### src/rtl/mem_write_d_pp_pkg.sv
// Shared definitions for the D-operand ping-pong buffer (write and read sides).
//   bank_id_t      : one-bit bank selector.
//   bank_base()    : base address of a bank inside an addr_w-bit RAM address
//                    space (bank bit is the address MSB).
//   lane_oh_t      : one-hot lane enable for the default row count.
//   lane_first()   : one-hot value of lane 0 for an n1-lane array.
package mem_write_d_pp_pkg;

  typedef logic bank_id_t;

  localparam int unsigned LANE_N1_DEFAULT = 4;
  typedef logic [LANE_N1_DEFAULT-1:0] lane_oh_t;

  function automatic logic [31:0] bank_base(input bank_id_t b, input int unsigned addr_w);
    return 32'(b) << (addr_w - 1);
  endfunction

  function automatic logic [31:0] lane_first(input int unsigned n1);
    return (n1 == 0) ? '0 : 32'd1;
  endfunction

endpackage

### src/rtl/pp_bank_tracker.sv
// Ping-pong bank ownership tracker.
//   i_clk, i_rst_n : clock, asynchronous active-low reset.
//   i_bank_end     : accepted beat is the last word of the current write bank.
//   i_rd_release   : reader frees the oldest full bank (one-cycle pulse).
//   o_wr_bank      : bank currently being written.
//   o_rd_bank      : bank the reader owns next (oldest full).
//   o_release_err  : sticky, release seen while no bank was full.
//   o_ready        : write side may accept a word.
module pp_bank_tracker
  import mem_write_d_pp_pkg::*;
(
  input  logic     i_clk,
  input  logic     i_rst_n,
  input  logic     i_bank_end,
  input  logic     i_rd_release,
  output bank_id_t o_wr_bank,
  output bank_id_t o_rd_bank,
  output logic     o_release_err,
  output logic     o_ready
);

  logic [1:0] r_bank_full;
  bank_id_t   r_wr_bank;
  bank_id_t   r_rd_bank;
  logic       r_release_err;

  logic [1:0] w_full_set;
  logic [1:0] w_full_clr;
  logic       w_release_ok;

  // Set and clear look at registered state, so a bank-end and a release in
  // the same cycle both take effect; they can never target the same bank
  // because the bank being written is never full.
  always_comb begin
    w_release_ok = i_rd_release && (|r_bank_full);
    w_full_set   = '0;
    w_full_clr   = '0;
    if (i_bank_end)   w_full_set[r_wr_bank] = 1'b1;
    if (w_release_ok) w_full_clr[r_rd_bank] = 1'b1;
  end

  always_ff @(posedge i_clk or negedge i_rst_n) begin
    if (!i_rst_n) begin
      r_bank_full   <= '0;
      r_wr_bank     <= 1'b0;
      r_rd_bank     <= 1'b0;
      r_release_err <= 1'b0;
    end else begin
      r_bank_full <= (r_bank_full & ~w_full_clr) | w_full_set;
      if (i_bank_end)   r_wr_bank <= ~r_wr_bank;
      if (w_release_ok) r_rd_bank <= ~r_rd_bank;
      if (i_rd_release && !(|r_bank_full)) r_release_err <= 1'b1;
    end
  end

  assign o_wr_bank     = r_wr_bank;
  assign o_rd_bank     = r_rd_bank;
  assign o_release_err = r_release_err;
  // Held low during reset; otherwise purely registered state.
  assign o_ready       = i_rst_n & ~r_bank_full[r_wr_bank];

endmodule

### src/rtl/mem_write_d_pp.sv
// Ping-pong write-address generator for the D-operand buffer.
//   clk, rst_n            : clock, asynchronous active-low reset.
//   BLOCK_NUM, BLOCK_WIDTH: blocks per lane per bank (0 acts as 1), words per block.
//   s_valid/s_ready/s_data: input word stream.
//   wr_en_D/wr_addr_D/wr_data_D : registered one-hot lane write port.
//   bank_done, bank_done_id     : pulse with the final write of a bank.
//   rd_release, rd_bank         : reader handshake, bank the reader owns next.
//   release_err                 : sticky, release with no full bank.
module mem_write_d_pp
  import mem_write_d_pp_pkg::*;
#(
  parameter int unsigned N1           = 4,
  parameter int unsigned MATRIXSIZE_W = 16,
  parameter int unsigned ADDR_W       = 12,
  parameter int unsigned DATA_W       = 32
) (
  input  logic                    clk,
  input  logic                    rst_n,
  input  logic [MATRIXSIZE_W-1:0] BLOCK_NUM,
  input  logic [MATRIXSIZE_W-1:0] BLOCK_WIDTH,
  input  logic                    s_valid,
  output logic                    s_ready,
  input  logic [DATA_W-1:0]       s_data,
  output logic [N1-1:0]           wr_en_D,
  output logic [ADDR_W-1:0]       wr_addr_D,
  output logic [DATA_W-1:0]       wr_data_D,
  output logic                    bank_done,
  output logic                    bank_done_id,
  input  logic                    rd_release,
  output logic                    rd_bank,
  output logic                    release_err
);

  logic [MATRIXSIZE_W-1:0] r_col;
  logic [MATRIXSIZE_W-1:0] r_blk_idx;
  logic [MATRIXSIZE_W-1:0] r_blk_off;
  logic [N1-1:0]           r_lane;

  logic [N1-1:0]           r_wr_en;
  logic [ADDR_W-1:0]       r_wr_addr;
  logic [DATA_W-1:0]       r_wr_data;
  logic                    r_bank_done;
  logic                    r_bank_done_id;

  logic                    w_ready;
  logic                    w_accept;
  bank_id_t                w_wr_bank;
  bank_id_t                w_rd_bank;
  logic                    w_release_err;
  logic [MATRIXSIZE_W-1:0] w_blk_num_eff;
  logic                    w_col_wrap;
  logic                    w_blk_wrap;
  logic                    w_lane_last;
  logic                    w_bank_end;
  logic [MATRIXSIZE_W-1:0] w_offset;
  logic [ADDR_W-1:0]       w_addr;

  always_comb begin
    w_accept      = s_valid && w_ready;
    w_blk_num_eff = (BLOCK_NUM == '0) ? MATRIXSIZE_W'(1) : BLOCK_NUM;
    w_col_wrap    = (r_col == BLOCK_WIDTH - MATRIXSIZE_W'(1));
    w_blk_wrap    = (r_blk_idx == w_blk_num_eff - MATRIXSIZE_W'(1));
    w_lane_last   = r_lane[N1-1];
    w_bank_end    = w_accept && w_col_wrap && w_blk_wrap && w_lane_last;
    w_offset      = r_blk_off + r_col;
    w_addr        = ADDR_W'(bank_base(w_wr_bank, ADDR_W))
                  | {1'b0, w_offset[ADDR_W-2:0]};
  end

  pp_bank_tracker u_bank_tracker (
    .i_clk         (clk),
    .i_rst_n       (rst_n),
    .i_bank_end    (w_bank_end),
    .i_rd_release  (rd_release),
    .o_wr_bank     (w_wr_bank),
    .o_rd_bank     (w_rd_bank),
    .o_release_err (w_release_err),
    .o_ready       (w_ready)
  );

  // Address / lane counters
  always_ff @(posedge clk or negedge rst_n) begin
    if (!rst_n) begin
      r_col     <= '0;
      r_blk_idx <= '0;
      r_blk_off <= '0;
      r_lane    <= N1'(lane_first(N1));
    end else if (w_accept) begin
      if (w_bank_end) begin
        r_col     <= '0;
        r_blk_idx <= '0;
        r_blk_off <= '0;
        r_lane    <= N1'(lane_first(N1));
      end else if (w_col_wrap) begin
        r_col <= '0;
        if (w_blk_wrap) begin
          r_blk_idx <= '0;
          r_blk_off <= '0;
          r_lane    <= {r_lane[N1-2:0], r_lane[N1-1]};
        end else begin
          r_blk_idx <= r_blk_idx + MATRIXSIZE_W'(1);
          r_blk_off <= r_blk_off + BLOCK_WIDTH;
        end
      end else begin
        r_col <= r_col + MATRIXSIZE_W'(1);
      end
    end
  end

  // Registered write port: one cycle after acceptance
  always_ff @(posedge clk or negedge rst_n) begin
    if (!rst_n) begin
      r_wr_en        <= '0;
      r_wr_addr      <= '0;
      r_wr_data      <= '0;
      r_bank_done    <= 1'b0;
      r_bank_done_id <= 1'b0;
    end else begin
      r_bank_done <= w_bank_end;
      if (w_bank_end) r_bank_done_id <= w_wr_bank;
      if (w_accept) begin
        r_wr_en   <= r_lane;
        r_wr_addr <= w_addr;
        r_wr_data <= s_data;
      end else begin
        r_wr_en   <= '0;
      end
    end
  end

  assign s_ready      = w_ready;
  assign wr_en_D      = r_wr_en;
  assign wr_addr_D    = r_wr_addr;
  assign wr_data_D    = r_wr_data;
  assign bank_done    = r_bank_done;
  assign bank_done_id = r_bank_done_id;
  assign rd_bank      = w_rd_bank;
  assign release_err  = w_release_err;

endmodule

### config.mk
export PLATFORM = sky130hd
export DESIGN_NAME = mem_write_d_pp
export DESIGN_NICKNAME = d
export VERILOG_FILES = /design/src/rtl/mem_write_d_pp_pkg.sv /design/src/rtl/pp_bank_tracker.sv /design/src/rtl/mem_write_d_pp.sv
export SDC_FILE = /design/constraint.sdc
export NUM_CORES = 1
export LEC_CHECK = 0
export ABC_CLOCK_PERIOD_IN_PS = 3400
export BUFFER_PORTS_ARGS = -buffer_cell sky130_fd_sc_hd__buf_2
export CAP_MARGIN = 15
export CELL_PAD_IN_SITES_DETAIL_PLACEMENT = 0
export CELL_PAD_IN_SITES_GLOBAL_PLACEMENT = 1
export CORE_MARGIN = 10
export CORE_UTILIZATION = 38
export CTS_CLUSTER_DIAMETER = 40
export DETAILED_ROUTE_END_ITERATION = 6
export PLACE_DENSITY = 0.77
export SLEW_MARGIN = 20
export SYNTH_ARGS = -nofsm -noshare
export SYNTH_HDL_FRONTEND = slang
export SYNTH_SLANG_ARGS = --single-unit
### constraint.sdc
create_clock -name clk -period 3.4 [get_ports clk]
set_clock_uncertainty 0.1 [all_clocks]
set_input_delay 0.34 -clock clk [delete_from_list [all_inputs] [get_ports clk]]
set_output_delay 0.34 -clock clk [all_outputs]
set_load 0.005 [all_outputs]
Word-level counts from Yosys, hierarchy flattened
Index checks and enable logic that the tools add are counted.
- logic and storage cells: 69
- input bits: 68
- flip-flop bits (word level): 107
- output and inout port bits: 53
- equal/unequal tests: 2
- bitwise gates (word level): 8
- reduce and logical (&&, ||, !) cells: 15
- order comparisons: 4
- $add $sub $neg: 6
- muxes and demuxes: 21
- operators by type and width (cell ; count):
    16-bit 2-to-1 mux ; 9
    16-bit by 1-bit adder with 16-bit output (second input constant) ; 2
    16-bit equality test ; 2
    16-bit by 1-bit subtractor with 16-bit output (second input constant) ; 2
    16-bit adder ; 1
    16-bit logical NOT ; 1
    4-bit 2-to-1 mux ; 4
    12-bit by 11-bit OR with 12-bit output ; 1
    11-bit adder ; 1
    1-bit logical AND ; 8
    1-bit by 2-bit < comparator with 1-bit output (second input constant) ; 2
    1-bit 2-to-1 mux ; 4
    2-bit 2-to-1 mux ; 2
    2-bit nonzero test ; 2
    1-bit NOT ; 3
    3-bit AND reduction ; 1
    2-bit AND ; 1
    1-bit demux with 1-bit select ; 2
    1-bit >= comparator (second input constant) ; 2
    2-bit NOT ; 1
    2-bit OR ; 1
    2-bit AND reduction ; 1
    2-bit OR reduction ; 1
    1-bit AND ; 1
    1-bit logical NOT ; 1

Longest topological paths before layout
- depth after elaboration: 10
- depth in mapped cells: 14
- depth with buffers taken out: 12

Cells and area by module
From an unflattened synthesis, not the netlist that was laid out.
- cells, all modules: 697
- area total of the unflattened synthesis: 6117.1 µm²
- by module, submodules not included (module ; instances ; area an instance (µm²) ; cells an instance ; sequential area each (µm²)):
    mem_write_d_pp ; 1 ; 5908.2 ; 679 ; 2428.6
    pp_bank_tracker ; 1 ; 209.0 ; 18 ; 125.1

Least setup slack after synthesis
Ideal clock, no wire load.
- path kind: input to register
- start point: input BLOCK_NUM[0]
- end point: register r_lane[1]
- path buffers: 1
- setup slack: 175 ps
- stages on the path: 13
- arrival time: 3000 ps
- library setup time: 125 ps
- data required time: 3175 ps
- cell sequence: nor4_4 -> and2_0 -> a41oi_1 -> ha_1 -> a22oi_1 -> o221ai_1 -> nor4_1 -> and4_1 -> and4_1 -> buf_4 -> nand4_2 -> nor2_4 -> mux2_4
- cells in the longest elaborated chain, start to end: 8
- elaborated cells on any way between the ends: 10
- those cells by class: add/sub (1); eq/ne (1); mux (2); reduce/logical (6)
- RTL lines (what ; RTL line ; source):
    from (decl) ; mem_write_d_pp.sv:19 ; input logic [MATRIXSIZE_W-1:0] BLOCK_NUM,
    16-bit logical NOT ; mem_write_d_pp.sv:60 ; w_blk_num_eff = (BLOCK_NUM == '0) ? MATRIXSIZE_W'(1) : BLOCK_NUM;
    16-bit 2-to-1 mux * ; mem_write_d_pp.sv:60 ;
    16-bit by 1-bit subtractor with 16-bit output * ; mem_write_d_pp.sv:62 ; w_blk_wrap = (r_blk_idx == w_blk_num_eff - MATRIXSIZE_W'(1));
    16-bit equality test * ; mem_write_d_pp.sv:62 ;
    1-bit logical AND (2 in a row) ; mem_write_d_pp.sv:64 ; w_bank_end = w_accept && w_col_wrap && w_blk_wrap && w_lane_last;
    2-bit nonzero test (no line) ; n/a ;
    3-bit AND reduction (no line) ; n/a ;
    to (signal assigned) ; mem_write_d_pp.sv:87 ; r_lane <= N1'(lane_first(N1));
    to (signal assigned) ; mem_write_d_pp.sv:93 ; r_lane <= N1'(lane_first(N1));
    to (signal assigned) ; mem_write_d_pp.sv:99 ; r_lane <= {r_lane[N1-2:0], r_lane[N1-1]};
    to (decl) ; mem_write_d_pp.sv:37 ; logic [N1-1:0] r_lane;
Mark *: on every way between the ends. The rest lies on a longest branch, timed or not.
A chain may end at the register's enable or synchronous reset.

Worst setup path after layout
- start point: register r_blk_off[0]
- end point: register r_blk_off[10]
- cells in the longest elaborated chain, start to end: 4
- RTL lines (what ; RTL line ; source):
    from (decl) ; mem_write_d_pp.sv:36 ; logic [MATRIXSIZE_W-1:0] r_blk_off;
    from (signal assigned) ; mem_write_d_pp.sv:102 ; r_blk_off <= r_blk_off + BLOCK_WIDTH;
    16-bit adder ; mem_write_d_pp.sv:102 ;
    16-bit 2-to-1 mux ; mem_write_d_pp.sv:96 ; if (w_blk_wrap) begin
    16-bit 2-to-1 mux ; mem_write_d_pp.sv:94 ; end else if (w_col_wrap) begin
    16-bit 2-to-1 mux ; mem_write_d_pp.sv:89 ; if (w_bank_end) begin
No other way between the ends. The select of a mux whose other input is x is not followed.

==> impl_metrics.toml <==
[status]
outcome = "complete, no violations"

[sta]
setup_tns_ps = 0
setup_viol = 0
hold_violations = 0
max_freq_mhz = 327
post-route-min-period_ps = 3060
rsz0062_at_grt = "false"
timing.slew.headroom_pct = 48.6
worst_pin_slew_ps = 772
slew_viol_final = 0
fin_crit_sh_pct = 89.9

[global_route]
antenna_found_initial = 0
grt_pass1_wl_um = 28300
grt_overflow = 0
grtUsageTotal_pct = 15.4
grt_pass1_vias = 5511
grt_start_max_net_pins = 63

[synthesis]
ys.flop_type = "dfrtp_1"
yosysWarnings = 0
seq_area_frac_synth_pct = 39.0
synth_edf_count = 0
synth_top_area_share_pct = 38.6
async_flop_share_pct = 100
synth_cell_types = 74
ys_ff_latch = 102
synth_largest_area_cell = "dfrtp_1"
syn_avg_cell_area_um2 = 8.94
syn-num-nets = 827
syn_area_mm2 = 0.00655
syn_inst = 733
synth_area_leaders = "dfrtp_1, nand2_1, xnor2_1, ha_1, xor2_1"

[cells_and_area]
drive_above_1_share_pct = 23.8
fillers = 1658
multi_input_area_mm2 = 0.00374
final_cells = 1089
insertedDiodeCount = 0
regArea_mm2 = 0.00255
syn_to_final_growth_pct = 19.0
layout.nets = 958

[detailed_routing]
drt-total-wl_um = 17600
wl_met3_um = 775
wl_met2_um = 8870
drtIter0Drc = 281
highest-signal-layer = "met4"
drc = 0
ant_nets = 0
dr.pass1.iters = 5
vias = 5613
via_per_inst = 5.15
routedLengthMet1_um = 7720
wl_per_cell_um = 16.2

[cts]
cts-root-buf = "clkbuf_16"
clk_pin_slew_ps = 80
cts_tree = "yes"
cts_hold_buf = 1
insertion_delay_ps = 350
cts_sinks = 102
cts.path.max_buffers = 2
numCtsBuffers = 9
post-cts-setup-buffers = 0
htree_levels = 3
cts_resized = 0

[worst_setup_path]
cp.arrival_ps = 3240
cp-end-kind = "register"
cp-start-kind = "register"
path_max_fanout = 3
crit_required_ps = 3580
critPathKind = "reg -> reg"

[floorplan]
start_util_pct = 39.1
ios = 121
die_area_mm2 = 0.0229
num_rows = 47
core_mm2 = 0.0168
die_w_um = 151
die_h_um = 151

[placement]
numPortBuffers = 120
gp_congestion = 0.832
dp.final_hpwl_um = 13500
dp_cells = 1072

[pwr]
leakagePower_uw = 0.00370
ir_worst_vdd_v = 0.000262
power_density_mw_per_mm2 = 393

[hold_path]
hold_path_class = "in -> reg"

[job]
drv_cap = 0
## synthesized netlist by cell type, drive strengths merged, types with 3 or more instances
| cell type | instances |
|---|---|
| a211oi | 5 |
| a21o | 5 |
| a21oi | 25 |
| a22o | 4 |
| a22oi | 6 |
| a31oi | 4 |
| a41oi | 4 |
| and2 | 9 |
| and3 | 9 |
| and4 | 6 |
| buf | 13 |
| clkbuf | 16 |
| dfrtp | 101 |
| ha | 24 |
| inv | 26 |
| mux2 | 4 |
| mux2i | 7 |
| nand2 | 156 |
| nand2b | 5 |
| nand3 | 26 |
| nand3b | 3 |
| nand4 | 15 |
| nor2 | 32 |
| nor2b | 12 |
| nor3 | 14 |
| nor3b | 7 |
| nor4 | 9 |
| o211ai | 3 |
| o21a | 4 |
| o21ai | 62 |
| o21bai | 3 |
| o22ai | 3 |
| o31ai | 8 |
| or3 | 8 |
| or4 | 9 |
| xnor2 | 40 |
| xor2 | 24 |
## routing by layer
metal	vias up	track usage, %
li1	2836	-
met1	2666	19.0
met2	91	26.4
met3	20	3.40
met4	0	4.38
met5	-	0
## cell type report
type / count / share of cell area (%)
multi-input combinational: 576 / 48.0
inverter: 26 / 1.25
timing repair buffer: 149 / 10.6
clock inverter: 6 / 0.979
tap: 220 / 3.53
sequential: 102 / 32.7
clock buffer: 10 / 2.94
## worst max-delay path, stage by stage (launching register included)
cell and delay [ps]:
dfrtp_1 410, ha_1 220, fa_1 410, a21oi_1 220, o21ai_0 160, a2111oi_0 450
buf_4 200, o31ai_1 60, a21oi_1 170, xor2_1 110, or4_1 400, o21ai_1 80
## placed cells by master (no fill, tap or decap), drive strengths merged, types with 10 or more instances in the layout
master and count:
dfrtp 101, clkbuf 10, buf 148, inv 30
nor3 14, nor2b 12, ha 24, xor2 24
xnor2 40, a21oi 25, nand3 26, nand2 156
nand4 15, nor2 32, o21ai 62
## cells by family after synthesis
family	count (synthesis)	share of synthesized area, %
flops	102	39.0
mux	11	1.93
buf+inv	55	3.93
fa+ha+maj	26	5.19
simple gates	327	26.7
xor+xnor	64	8.55
compound gates	148	14.7
## stage by stage
stage	hold WS [ps]	area (µm²)	total power (µW)	util (%)	worst slack, ps
2_1_floorplan	-55.6	6550	1740	-	175
3_3_place_gp	114	7480	2000	44.7	51.4
3_5_place_dp	117	7480	2010	44.7	33.2
4_1_cts	55.4	7800	3100	46.5	377
5_1_grt	59.5	7800	3230	46.5	146
6_report	67.3	7800	3060	46.5	343
## state kept, by name, indices dropped and copies added (netlist names)
signal / count
r_blk_idx: 16
bank_done: 1
wr_data_D: 32
r_col: 16
bank_done_id: 1
u_bank_tracker.r_bank_full: 2
wr_en_D: 4
r_blk_off: 11
u_bank_tracker.o_wr_bank: 1
r_lane: 4
u_bank_tracker.o_release_err: 1
wr_addr_D: 12
u_bank_tracker.o_rd_bank: 1
## worst paths after layout
check | from | endpoint | slack [ps] | cells after the start
worst min register to register | u_bank_tracker.o_release_err$_DFFE_PN0P_ | u_bank_tracker.o_release_err$_DFFE_PN0P_ | 360 | 1
worst max-delay path | r_blk_off[0]$_DFFE_PN0P_ | r_blk_off[10]$_DFFE_PN0P_ | 340 | 11
worst min-delay path | s_data[16] | wr_data_D[16]$_DFFE_PN0P_ | 70 | 3
max in group asynchronous | rst_n | wr_data_D[6]$_DFFE_PN0P_ | 1360 | 4
worst max register to register | r_blk_off[0]$_DFFE_PN0P_ | r_blk_off[10]$_DFFE_PN0P_ | 340 | 11
min in group asynchronous | rst_n | wr_data_D[2]$_DFFE_PN0P_ | 360 | 2
## power breakdown
group,switching (µW),internal [µW]
logic,319,260
registers,87.1,1310
clock network,497,586
total,902,2160
Power figures use the tool's default switching activity.
